===== config.mk =====
export PLATFORM = sky130hd
export DESIGN_NAME = sprite_rom_arbiter_flat
export DESIGN_NICKNAME = d
export VERILOG_FILES = /design/src/rtl/sprite_rom_arbiter_pkg.sv /design/src/rtl/sprite_rom_arbiter_if.sv /design/src/rtl/sprite_rom_arbiter_rr_pick.sv /design/src/rtl/sprite_rom_arbiter.sv /design/src/flat_wrapper.sv
export SDC_FILE = /design/constraint.sdc
export NUM_CORES = 1
export LEC_CHECK = 0
export ABC_AREA = 0
export BUFFER_PORTS_ARGS = -buffer_cell sky130_fd_sc_hd__buf_2
export CELL_PAD_IN_SITES_DETAIL_PLACEMENT = 1
export CELL_PAD_IN_SITES_GLOBAL_PLACEMENT = 1
export CORE_MARGIN = 1.5
export CORE_UTILIZATION = 32
export CTS_CLUSTER_DIAMETER = 60
export DETAILED_ROUTE_END_ITERATION = 12
export HOLD_SLACK_MARGIN = 0.08
export PLACE_DENSITY_LB_ADDON = 0.1
export SETUP_SLACK_MARGIN = 0.02
export SLEW_MARGIN = 5
export SYNTH_ARGS = -nofsm -noshare
export SYNTH_HDL_FRONTEND = slang
export SYNTH_SLANG_ARGS = --single-unit

===== constraint.sdc =====
create_clock -name vga_clk -period 1.25 [get_ports vga_clk]
set_input_delay 0.25 -clock vga_clk [delete_from_list [all_inputs] [get_ports vga_clk]]
set_output_delay 0.25 -clock vga_clk [all_outputs]
set_load 0.02 [all_outputs]

===== src/rtl/sprite_rom_arbiter_pkg.sv =====
// Shared constants and helpers for the sprite ROM arbiter, its interface and the ROM wrapper.
// Optional build macro: ARB_FIXED_PRIO_EN (fixed priority instead of round-robin).
package sprite_rom_arbiter_pkg;

    localparam int AW_DEF      = 15;
    localparam int DW_DEF      = 6;
    localparam int ROM_LAT_DEF = 1;
    localparam int MAX_REQ     = 4;

    function automatic logic [1:0] onehot_to_idx(input logic [MAX_REQ-1:0] oh);
        logic [1:0] idx;
        idx = '0;
        for (int i = 0; i < MAX_REQ; i++) begin
            if (oh[i]) idx = 2'(i);
        end
        return idx;
    endfunction

endpackage


===== src/rtl/sprite_rom_arbiter_if.sv =====
// Bundle of requester-side and ROM-side signals around the sprite ROM arbiter.
interface sprite_rom_arbiter_if
    import sprite_rom_arbiter_pkg::*;
#(
    parameter int NUM_REQ = 2,
    parameter int AW      = AW_DEF,
    parameter int DW      = DW_DEF
);
    logic [NUM_REQ-1:0]    req;
    logic [NUM_REQ*AW-1:0] req_addr;
    logic [NUM_REQ-1:0]    gnt;
    logic                  rom_en;
    logic [AW-1:0]         rom_addr;
    logic [DW-1:0]         rom_data;
    logic [NUM_REQ-1:0]    rd_valid;
    logic [DW-1:0]         rd_data;

    modport master (
        output req, req_addr, rom_data,
        input  gnt, rom_en, rom_addr, rd_valid, rd_data
    );

    modport slave (
        input  req, req_addr, rom_data,
        output gnt, rom_en, rom_addr, rd_valid, rd_data
    );
endinterface


===== src/rtl/sprite_rom_arbiter_rr_pick.sv =====
// Combinational round-robin picker: first set request at or after ptr, wrapping.
module rr_pick
    import sprite_rom_arbiter_pkg::*;
#(
    parameter int NUM_REQ = 2,
    localparam int PW     = $clog2(NUM_REQ)
) (
    input  logic [NUM_REQ-1:0] req,
    input  logic [PW-1:0]      ptr,
    output logic [NUM_REQ-1:0] winner,
    output logic               valid
);
    // NOTE: every output gets a default first so no path leaves it unassigned (no latch).
    always_comb begin
        winner = '0;
        valid  = 1'b0;
        for (int i = 0; i < NUM_REQ; i++) begin
            if (!valid && req[(int'(ptr) + i) % NUM_REQ]) begin
                winner[(int'(ptr) + i) % NUM_REQ] = 1'b1;
                valid = 1'b1;
            end
        end
    end
endmodule


===== src/rtl/sprite_rom_arbiter.sv =====
// Shares one synchronous sprite ROM among NUM_REQ drawers and routes data back by tag.
// Optional build macro: ARB_FIXED_PRIO_EN (lowest index always wins, ptr held at 0).
module sprite_rom_arbiter
    import sprite_rom_arbiter_pkg::*;
#(
    parameter int NUM_REQ = 2,
    parameter int AW      = AW_DEF,
    parameter int DW      = DW_DEF,
    parameter int ROM_LAT = ROM_LAT_DEF,
    localparam int PW     = $clog2(NUM_REQ)
) (
    input logic                vga_clk,
    input logic                reset,
    sprite_rom_arbiter_if.slave bus
);
    logic [PW-1:0]      ptr;
    logic [PW-1:0]      ptr_next;
    logic [PW-1:0]      w_idx;
    logic [NUM_REQ-1:0] pick_oh;
    logic               pick_valid;
    logic [AW-1:0]      addr_arr [NUM_REQ];
    logic [NUM_REQ-1:0] tag [1:ROM_LAT];

    for (genvar g = 0; g < NUM_REQ; g++) begin : g_addr
        assign addr_arr[g] = bus.req_addr[g*AW +: AW];
    end

    rr_pick #(.NUM_REQ(NUM_REQ)) u_pick (
        .req    (bus.req),
        .ptr    (ptr),
        .winner (pick_oh),
        .valid  (pick_valid)
    );

    assign w_idx = PW'(onehot_to_idx(MAX_REQ'(pick_oh)));

`ifdef ARB_FIXED_PRIO_EN
    assign ptr_next = '0;
`else
    assign ptr_next = (w_idx == PW'(NUM_REQ - 1)) ? '0 : w_idx + 1'b1;
`endif

    // gnt is tag stage 0; tag[k] trails it by k cycles so rd_valid lands ROM_LAT+1 after the grant.
    // NOTE: sequential state uses <= only; the tag pipeline is reset so a reset drops in-flight reads.
    always_ff @(posedge vga_clk) begin
        if (reset) begin
            ptr          <= '0;
            bus.gnt      <= '0;
            bus.rom_en   <= 1'b0;
            bus.rom_addr <= '0;
            bus.rd_valid <= '0;
            bus.rd_data  <= '0;
            for (int k = 1; k <= ROM_LAT; k++) tag[k] <= '0;
        end else begin
            bus.gnt    <= pick_oh;
            bus.rom_en <= pick_valid;
            if (pick_valid) begin
                bus.rom_addr <= addr_arr[w_idx];
                ptr          <= ptr_next;
            end
            tag[1] <= bus.gnt;
            for (int k = 2; k <= ROM_LAT; k++) tag[k] <= tag[k-1];
            bus.rd_valid <= tag[ROM_LAT];
            if (|tag[ROM_LAT]) bus.rd_data <= bus.rom_data;
        end
    end
endmodule


===== src/flat_wrapper.sv =====
// flat-port wrapper written by rule: the top's interface ports become plain ports
module sprite_rom_arbiter_flat import sprite_rom_arbiter_pkg::*;
#(
    parameter int NUM_REQ = 2,
    parameter int AW      = AW_DEF,
    parameter int DW      = DW_DEF,
    parameter int ROM_LAT = ROM_LAT_DEF,
    localparam int PW     = $clog2(NUM_REQ)
)
  (vga_clk, reset, bus_req, bus_req_addr, bus_rom_data, bus_gnt, bus_rom_en, bus_rom_addr, bus_rd_valid, bus_rd_data);
  sprite_rom_arbiter_if #(.NUM_REQ(NUM_REQ), .AW(AW), .DW(DW)) bus_i ();
  input logic vga_clk;
  input logic reset;
  input wire logic [$bits(bus_i.req)-1:0] bus_req;
  input wire logic [$bits(bus_i.req_addr)-1:0] bus_req_addr;
  input wire logic [$bits(bus_i.rom_data)-1:0] bus_rom_data;
  output wire logic [$bits(bus_i.gnt)-1:0] bus_gnt;
  output wire logic [$bits(bus_i.rom_en)-1:0] bus_rom_en;
  output wire logic [$bits(bus_i.rom_addr)-1:0] bus_rom_addr;
  output wire logic [$bits(bus_i.rd_valid)-1:0] bus_rd_valid;
  output wire logic [$bits(bus_i.rd_data)-1:0] bus_rd_data;
  assign bus_i.req = bus_req;
  assign bus_i.req_addr = bus_req_addr;
  assign bus_i.rom_data = bus_rom_data;
  assign bus_gnt = bus_i.gnt;
  assign bus_rom_en = bus_i.rom_en;
  assign bus_rom_addr = bus_i.rom_addr;
  assign bus_rd_valid = bus_i.rd_valid;
  assign bus_rd_data = bus_i.rd_data;
  sprite_rom_arbiter #(.NUM_REQ(NUM_REQ), .AW(AW), .DW(DW), .ROM_LAT(ROM_LAT)) u_core (.vga_clk(vga_clk), .reset(reset), .bus(bus_i));
endmodule

==> results.txt, run 1 <==
Crit Path Class -> flip-flop to flip-flop
Path category of the worst min-delay check -> primary input to flip-flop
Layout cells sized above 1 -> 42.1%
Fmax -> 0.916 GHz
Commonest cells in the netlist -> 29 x dfxtp_1, 19 x nor2_1, 15 x nor3b_1
Syn avg cell area -> 9.89 um2
FF+latch count, synth -> 29
Main synth FF type -> dfxtp_1
Setup violators final -> 0
Ant diodes -> 0
TritonCTS Buffers -> 5
Tcrit/Tclk final -> 87.3%
DIE AREA -> 0.00447 mm2
Synth async-reset ratio -> 0%
Worst VDD drop -> 666 uV
LEAKAGE -> 0.830 nW
P per Cell Area -> 1220 mW/mm2
Top cell type's share of synthesized area -> 44.5%
Synth Warn # -> 0
Die extent in y -> 66.9 um
Worst-Skew Late Latency -> 280 ps
Clk buf depth -> 2
Drt wl/cell -> 15.0 um
CTS tree -> done
Num rows -> 23
RSZ-0062 raised after global routing -> no
Count of cell types in the netlist -> 20
Post-CTS setup repair buffer count -> 0
Io pins -> 66
Cells along the critical path -> nand2b_1 > nand2_4 > o221a_2
Pin count of the biggest net entering global routing -> 22
Tot GR Track Use -> 18.2%
Top-count cell post-synth -> dfxtp_1
Layout area overhead -> 38.4%
Syn_nets -> 172
Critical Path AT -> 1260 ps
I/O Buffers -> 65
Starting DRT DRC Count -> 32
DR vias/cell -> 5.00
Root Driver -> clkbuf_8
Clock tree sinks -> 29
Critical path's slowest cell -> dfxtp_1
Final #Nets -> 241
Post-synthesis sequential area ratio -> 44.5%
Overall power -> 2.20 mW
Placer Congestion -> 0.631
Clock skew -> 5.34 ps
Initial Util -> 32.9%
Cell taking the most area after synthesis -> dfxtp_1
Slew margin rel. -> 75.1%
Die Wd -> 66.9 um
Fillers -> 474
CP startpoint kind -> flip-flop
Fin. max-slew vios -> 0
Maxcap violations -> 0
Tightest Pin Transition -> 372 ps
Dpl ws -> -28.8 ps
Vias in the first global route -> 1313
Synth top area cells -> dfxtp_1 44%, mux2_1 11%, o221a_1 11%
Crit end category -> flip-flop
Status -> finished, final reports clean
Multi-input logic area -> 666 um2
Core area -> 0.00397 mm2
Gate Count Post-Synth -> 132
Netlist Area Pre-Place -> 0.00131 mm2
Drt total wl -> 3790 um
Fin worst setup slack -> 158 ps
Worst-path clk slew -> 70 ps
Routed vias -> 1259
First-pass GRT wire length -> 5970 um
Final core occ -> 45.5%
Worst-path maximum fanout -> 16
Minimum clock period -> 1090 ps
Storage element area -> 581 um2
Routed Antenna Nets -> 0
DRC -> 0
Post-DP HPWL -> 2800 um
Setup TNS -> 0 ps
Worst path max stage delay -> 330 ps
Pre-antenna DRT Iters -> 3
Antenna violations before repair -> 0
H-tree depth -> 2
Number of synthesized flops with an enable pin -> 0
Final hold violation count -> 0
Required @ worst endpoint -> 1420 ps
Gr ovfl total -> 0
routing by layer:
layer / GRT usage [%] / share of wire (%) / up-vias
li1: - / - / 612
met1: 18.4 / 38 / 605
met2: 34.9 / 55 / 37
met3: 5.07 / 5.3 / 5
met4: 6.89 / 1.4 / 0
met5: 0 / 0 / -
worst max-delay path, delay by kind of cell, from the launching register on:
kind | cells | cell delay [ps]
flip-flops | 1 | 330
AO/OA/AOI/OAI | 1 | 300
AND/OR/NAND/NOR | 2 | 350
report_power, final:
part	internal (mW)	switching, mW
registers	0.987	0.0264
logic	0.204	0.243
clock network	0.385	0.355
path summary, 6_finish.rpt:
| check | startpoint | depth (start not counted) | to | slack (ps) |
|---|---|---|---|---|
| max | u_core.ptr$_SDFFE_PP0P_ | 3 | u_core.bus.rom_addr[1]$_SDFFE_PP0P_ | 160 |
| min | bus_rom_data[4] | 3 | u_core.bus.rd_data[4]$_SDFFE_PP0P_ | 240 |
| max reg2reg | u_core.ptr$_SDFFE_PP0P_ | 3 | u_core.bus.rom_addr[1]$_SDFFE_PP0P_ | 160 |
| min reg2reg | u_core.bus.rd_data[3]$_SDFFE_PP0P_ | 2 | u_core.bus.rd_data[3]$_SDFFE_PP0P_ | 450 |
kinds of logic after synthesis:
logic type / synth area share, %
AO/OA/AOI/OAI: 18.5
flip-flops: 44.5
multiplexers: 12.9
AND/OR/NAND/NOR: 19.2
buffers and inverters: 4.89
metrics by stage:
| stage | cell area (um2) | hold WS [ps] | cells |
|---|---|---|---|
| finish | 1810 | 240 | 252 |
| global route | 1810 | 237 | 252 |
| CTS | 1800 | 237 | 252 |
| detailed placement | 1720 | 447 | 244 |
| global placement | 1720 | 435 | 244 |
| floorplan | 1310 | 411 | 132 |
cell type report:
class                           count  area share, %
Multi-Input combinational cell     91           36.9
Sequential cell                    29           32.2
Timing Repair Buffer               73           22.7
Clock buffer                        6           4.02
Tap cell                           50           3.47
Clock inverter                      2          0.554
Inverter                            1          0.208
sequential cells by signal, indices dropped and copies added (netlist names):
register and count:
u_core.bus.rom_addr 15, u_core.bus.gnt 2, u_core.bus.rd_valid 2, u_core.ptr 1, u_core.bus.rd_data 6, u_core.bus.rom_en 1
u_core.tag 2
cell usage in the layout (no fill, tap or decap), types with 4 or more instances in the layout:
cell type	count
a21oi_1	7
buf_2	65
buf_4	6
clkbuf_8	5
dfxtp_1	29
mux2_1	13
nand2_1	6
nor2_1	19
nor2b_1	4
nor3b_1	15
o21ai_0	6
o221a_1	13
timing repair:
action / in CTS / in global routing
endpoints found under the setup margin: 0 / 7
resized for setup: 0 / 1
hold buffers: 0 / 0
hold endpoints to repair: 0 / 0
(Power assumes the default switching activity.)
==> run 2: changes to the inputs <==
RECOVER_POWER = 50   (was default)
REMOVE_ABC_BUFFERS = 1   (was default)
==> run 2 against run 1 <==
Clock skew fell by 1.4 ps; die area stayed put; combinational power down 2%; cell area decreased by 0.62%; maximum frequency is 2.6% lower; first-iteration DRC count rose to 2.6 times the previous value; routed wire length shrank 3.1%; register-to-register slack got worse by 30 ps; utilization is 0.28 points lower; worst setup slack worse by 30 ps; via count shrank 0.24%.
==> results.txt, run 2 (synthesized netlist as in run 1, its figures left out) <==
Status -> finished, final reports clean
Core area -> 0.00397 mm2 (unchanged)
Required @ worst endpoint -> 1410 ps (about the same)
Layout cells sized above 1 -> 31.7% (-10 points)
Post-route cell area -> 0.00179 mm2 (-0.62%)
Hold WS -> 234 ps (-6.12 ps)
Largest regs -> u_core.bus.rom_addr (15), u_core.bus.rd_data (6)
Layout area overhead -> 37.5%
Starting DRT DRC Count -> 84 (+160%)
Worst-path clk slew -> 60 ps (about the same)
Tot GR Track Use -> 17.9% (-0.34 points)
Fin. max-slew vios -> 0 (unchanged)
Vias in the first global route -> 1255 (-4.4%)
Clock skew -> 3.99 ps (-1.35 ps)
Overall power -> 2.23 mW (+1.2%)
DRC -> 0 (unchanged)
Post-DP HPWL -> 2730 um (-2.6%)
Drt wl/cell -> 14.6 um (-3.1%)
Antenna violations before repair -> 0 (unchanged)
Setup TNS -> 0 ps (unchanged)
Storage element area -> 581 um2 (unchanged)
First-pass GRT wire length -> 5970 um (unchanged)
Pre-antenna DRT Iters -> 4 (+1)
Gr ovfl total -> 0 (unchanged)
CTS tree -> done
Multi-input logic area -> 658 um2 (-1.1%)
Placer Congestion -> 0.666 (+5.5%)
Routed Antenna Nets -> 0 (unchanged)
Most common cell after layout, fill and taps aside -> buf_2
I/O Buffers -> 65 (unchanged)
Minimum clock period -> 1120 ps (+29.5 ps)
H-tree depth -> 2 (unchanged)
DIE AREA -> 0.00447 mm2 (unchanged)
Largest register by flop count -> u_core.bus.rom_addr
Die extent in y -> 66.9 um (unchanged)
Final core occ -> 45.2% (-0.28 points)
Maxcap violations -> 0 (unchanged)
Io pins -> 66 (unchanged)
Path category of the worst min-delay check -> primary input to flip-flop
Critical path's slowest cell -> dfxtp_1
Drt total wl -> 3680 um (-3.1%)
Final #Nets -> 242 (+0.41%)
TritonCTS Buffers -> 5 (unchanged)
Fmax -> 0.892 GHz (-2.6%)
Critical Path AT -> 1290 ps (+30 ps)
Num rows -> 23 (unchanged)
Final hold violation count -> 0 (unchanged)
Hold bufs inserted after CTS -> 0 (unchanged)
Tightest Pin Transition -> 591 ps (+220 ps)
Worst path max stage delay -> 320 ps (about the same)
Pin count of the biggest net entering global routing -> 30 (+36%)
Root Driver -> clkbuf_8
Post-CTS setup repair buffer count -> 0 (unchanged)
Die Wd -> 66.9 um (unchanged)
Clk buf depth -> 2 (unchanged)
Crit end category -> flip-flop
Commonest non-fill, non-tap cells in the layout -> 46 x buf_2, 29 x dfxtp_1, 21 x clkbuf_1
Slew margin rel. -> 60.6% (-15 points)
Routed vias -> 1256 (-0.24%)
Gates resized, CTS repair -> 0 (unchanged)
DR vias/cell -> 4.98 (-0.24%)
Max reg flops -> 15 (unchanged)
RSZ-0062 raised after global routing -> no
P per Cell Area -> 1240 mW/mm2 (+1.8%)
Worst-Skew Late Latency -> 280 ps (about the same)
Clock tree sinks -> 29 (unchanged)
Worst VDD drop -> 437 uV (-34%)
Setup violators final -> 0 (unchanged)
Initial Util -> 32.9% (unchanged)
Crit Path Class -> flip-flop to flip-flop
Placed cell areas -> 0.00174 mm2 (+1.2%)
Worst-path maximum fanout -> 6 (-10)
Fillers -> 491 (+3.6%)
CP startpoint kind -> flip-flop
Tcrit/Tclk final -> 89.7% (+2.4 points)
Ant diodes -> 0 (unchanged)
LEAKAGE -> 0.756 nW (-8.9%)
Cells along the critical path -> nand2b_1 > nand2_1 > buf_4 > o221a_1
-- run 2: cell count changes in the layout (fill, tap and decap cells not counted), sizes merged --
cell | previous run | this run
buf | 73 | 54
clkbuf | 6 | 27
clkinv | 2 | 0
-- run 2: per-stage QoR --
stage                     cells  setup slack, ps
after floorplan             121            -51.1
after global placement      245             5.47
after detailed placement    245            -52.7
after CTS                   252              150
after global routing        252             37.8
final                       252              129
-- run 2: metal layers --
layer / global-route usage, % / routed length, um
met5: 0 / 0
met4: 6.12 / 38
met3: 5.91 / 241
met2: 27.3 / 1710
met1: 23.6 / 1680
-- run 2: final timing paths --
kind | start | endpoint | slack [ps] | cells past startpoint
max | u_core.ptr$_SDFFE_PP0P_ | u_core.bus.rom_addr[12]$_SDFFE_PP0P_ | 130 | 4
min | bus_rom_data[5] | u_core.bus.rd_data[5]$_SDFFE_PP0P_ | 230 | 3
max reg2reg | u_core.ptr$_SDFFE_PP0P_ | u_core.bus.rom_addr[12]$_SDFFE_PP0P_ | 130 | 4
min reg2reg | u_core.bus.rd_data[2]$_SDFFE_PP0P_ | u_core.bus.rd_data[2]$_SDFFE_PP0P_ | 460 | 2
-- run 2: critical path, delay by kind of cell, from the launching register on --
family | cells | cell delay, ps
flops | 1 | 320
compound gates | 1 | 240
simple gates | 2 | 250
buf+inv | 1 | 190
-- run 2: report_power, final --
part           internal, mW  leakage, nW  switching [mW]
registers             0.987        0.240          0.0325
clock network         0.436       0.0443           0.332
logic                 0.200        0.472           0.238
-- run 2: layout make-up --
class                      count  area share (%)
inverter                       1           0.209
multi-input combinational     91            36.7
sequential                    29            32.4
timing repair buffer          74            22.5
tap                           50            3.49
clock buffer                   7            4.81
==> run 3: changes to the inputs <==
CORE_UTILIZATION = 34   (was 32)
CTS_BUF_LIST = sky130_fd_sc_hd__clkbuf_8   (was default)
==> run 3 against run 2 <==
Combinational power shrank 4.6%; count of clock-buffer cells in the layout shrank 2; maximum frequency grew 2.1%; sequential power is essentially flat; worst setup slack gained 23 ps; routed wire length shrank 3.8%; first-iteration DRC count shrank 64%.
==> results.txt, run 3 (synthesized netlist as in run 1, its figures left out) <==
Status -> finished, final reports clean
Final core occ -> 48.1% (+2.9 points)
Worst R2R Path Depth -> 3 (-1)
TritonCTS Buffers -> 5 (unchanged)
Cells along the critical path -> clkbuf_1
Vias in the first global route -> 1337 (+6.5%)
Num rows -> 22 (-4.3%)
I/O Buffers -> 65 (unchanged)
Hold bufs inserted after CTS -> 0 (unchanged)
Post-DP HPWL -> 2570 um (-5.8%)
P per Cell Area -> 1240 mW/mm2 (about the same)
Tcrit/Tclk final -> 87.9% (-1.8 points)
Fillers -> 448 (-8.8%)
Largest register by flop count -> u_core.bus.rom_addr
Crit end category -> primary output
Critical path's slowest cell -> dfxtp_1
Ant diodes -> 0 (unchanged)
Fin worst setup slack -> 152 ps (+22.9 ps)
Gr ovfl total -> 0 (unchanged)
Worst-path maximum fanout -> 2 (-4)
Routed vias -> 1252 (-0.32%)
Placed cell areas -> 0.00170 mm2 (-2.4%)
Setup violators final -> 0 (unchanged)
Fin. max-slew vios -> 0 (unchanged)
Multi-input logic area -> 666 um2 (+1.1%)
Final #Nets -> 240 (-0.83%)
Stages on the worst setup path -> 1 (-3)
DR vias/cell -> 5.03 (+0.88%)
Hold Path Cell Cnt -> 3 (unchanged)
Root Driver -> clkbuf_8
Largest regs -> u_core.bus.rom_addr (15), u_core.bus.rd_data (6)
Crit Path Class -> flip-flop to primary output
Die extent in y -> 65.0 um (-2.8%)
DRC -> 0 (unchanged)
Storage element area -> 581 um2 (unchanged)
Core area -> 0.00366 mm2 (-7.8%)
Worst VDD drop -> 563 uV (+29%)
Required @ worst endpoint -> 1000 ps (-410 ps)
Most common cell after layout, fill and taps aside -> buf_2
Maxcap violations -> 0 (unchanged)
Tightest Pin Transition -> 506 ps (-85.2 ps)
RSZ-0062 raised after global routing -> no
Pre-antenna DRT Iters -> 3 (-1)
Critical path's top delay family -> flip-flops
Worst-path clk slew -> 60 ps (about the same)
Worst path max stage delay -> 340 ps (+20 ps)
Die Wd -> 65.0 um (-2.8%)
Routed Antenna Nets -> 0 (unchanged)
Starting DRT DRC Count -> 30 (-64%)
Antenna violations before repair -> 0 (unchanged)
Final hold violation count -> 0 (unchanged)
Initial Util -> 35.6% (+2.8 points)
Dpl ws -> -47.4 ps (+5.29 ps)
Critical Path AT -> 850 ps (-440 ps)
Drt wl/cell -> 14.2 um (-2.6%)
Tot GR Track Use -> 18.6% (+0.78 points)
First-pass GRT wire length -> 6000 um (+0.59%)
Placer Congestion -> 0.671 (+0.65%)
Worst Path Buf+Inv -> 1 (unchanged)
Commonest non-fill, non-tap cells in the layout -> 45 x buf_2, 29 x dfxtp_1, 20 x clkbuf_1
Io pins -> 66 (unchanged)
Slew margin rel. -> 66.3% (+5.7 points)
Drt total wl -> 3540 um (-3.8%)
Fmax -> 0.910 GHz (+2.1%)
Path category of the worst min-delay check -> primary input to flip-flop
H-tree depth -> 2 (unchanged)
Clk buf depth -> 2 (unchanged)
Layout area overhead -> 34.8%
Worst-Skew Late Latency -> 280 ps (about the same)
Max reg flops -> 15 (unchanged)
CTS tree -> done
Clock tree sinks -> 29 (unchanged)
CP startpoint kind -> flip-flop
Clock skew -> 3.12 ps (-0.865 ps)
Layout cells sized above 1 -> 32.3% (+0.66 points)
LEAKAGE -> 0.743 nW (-1.7%)
Minimum clock period -> 1100 ps (-22.9 ps)
Post-route cell area -> 0.00176 mm2 (-2.0%)
DIE AREA -> 0.00422 mm2 (-5.6%)
Pin count of the biggest net entering global routing -> 25 (-17%)
==> run 3: worst paths after layout <==
kind	startpoint	end	slack [ps]
worst max-delay path	u_core.bus.gnt[1]$_SDFF_PP0_	bus_gnt[1]	150
worst min-delay path	bus_rom_data[3]	u_core.bus.rd_data[3]$_SDFFE_PP0P_	240
worst max register to register	u_core.ptr$_SDFFE_PP0P_	u_core.bus.rom_addr[1]$_SDFFE_PP0P_	180
worst min register to register	u_core.bus.rd_data[1]$_SDFFE_PP0P_	u_core.bus.rd_data[1]$_SDFFE_PP0P_	450
==> run 3: worst min-delay path, cell delays in order <==
cell and delay [ps]:
buf_2 100, o21ai_0 60, a21oi_1 60
==> run 3: repair_timing <==
item,in CTS,in global routing
setup endpoints to repair,0,1
gates resized for setup,0,1
buffers inserted,0,0
==> run 3: cell type report <==
class / instances / area share [%]
clock buffers: 5 / 3.91
repair buffers: 72 / 20.6
multi-input cells: 91 / 37.8
inverters: 1 / 0.213
well taps: 48 / 3.41
flip-flops and latches: 29 / 33.0
clock inverters: 3 / 0.996
==> run 3: stage by stage <==
stage	power [mW]	std cells	setup TNS, ps	hold slack [ps]
floorplan	1.25	121	-417	319
global placement	1.45	241	-0.248	434
detailed placement	1.47	241	-158	440
CTS	2.23	249	0	225
global route	2.32	249	0	231
finish	2.18	249	0	235
==> run 3: layer usage <==
metal	global-route usage, %	vias up	wire (um)
met5	0	-	0
met4	4.79	0	12
met3	7.29	2	254
met2	35.3	42	1910
met1	18.8	594	1360
li1	-	614	-
==> run 3: power breakdown <==
group / switching (mW) / internal, mW / leakage (nW)
Sequential: 0.0316 / 0.987 / 0.240
Clock: 0.363 / 0.383 / 0.0439
Combinational: 0.233 / 0.185 / 0.459
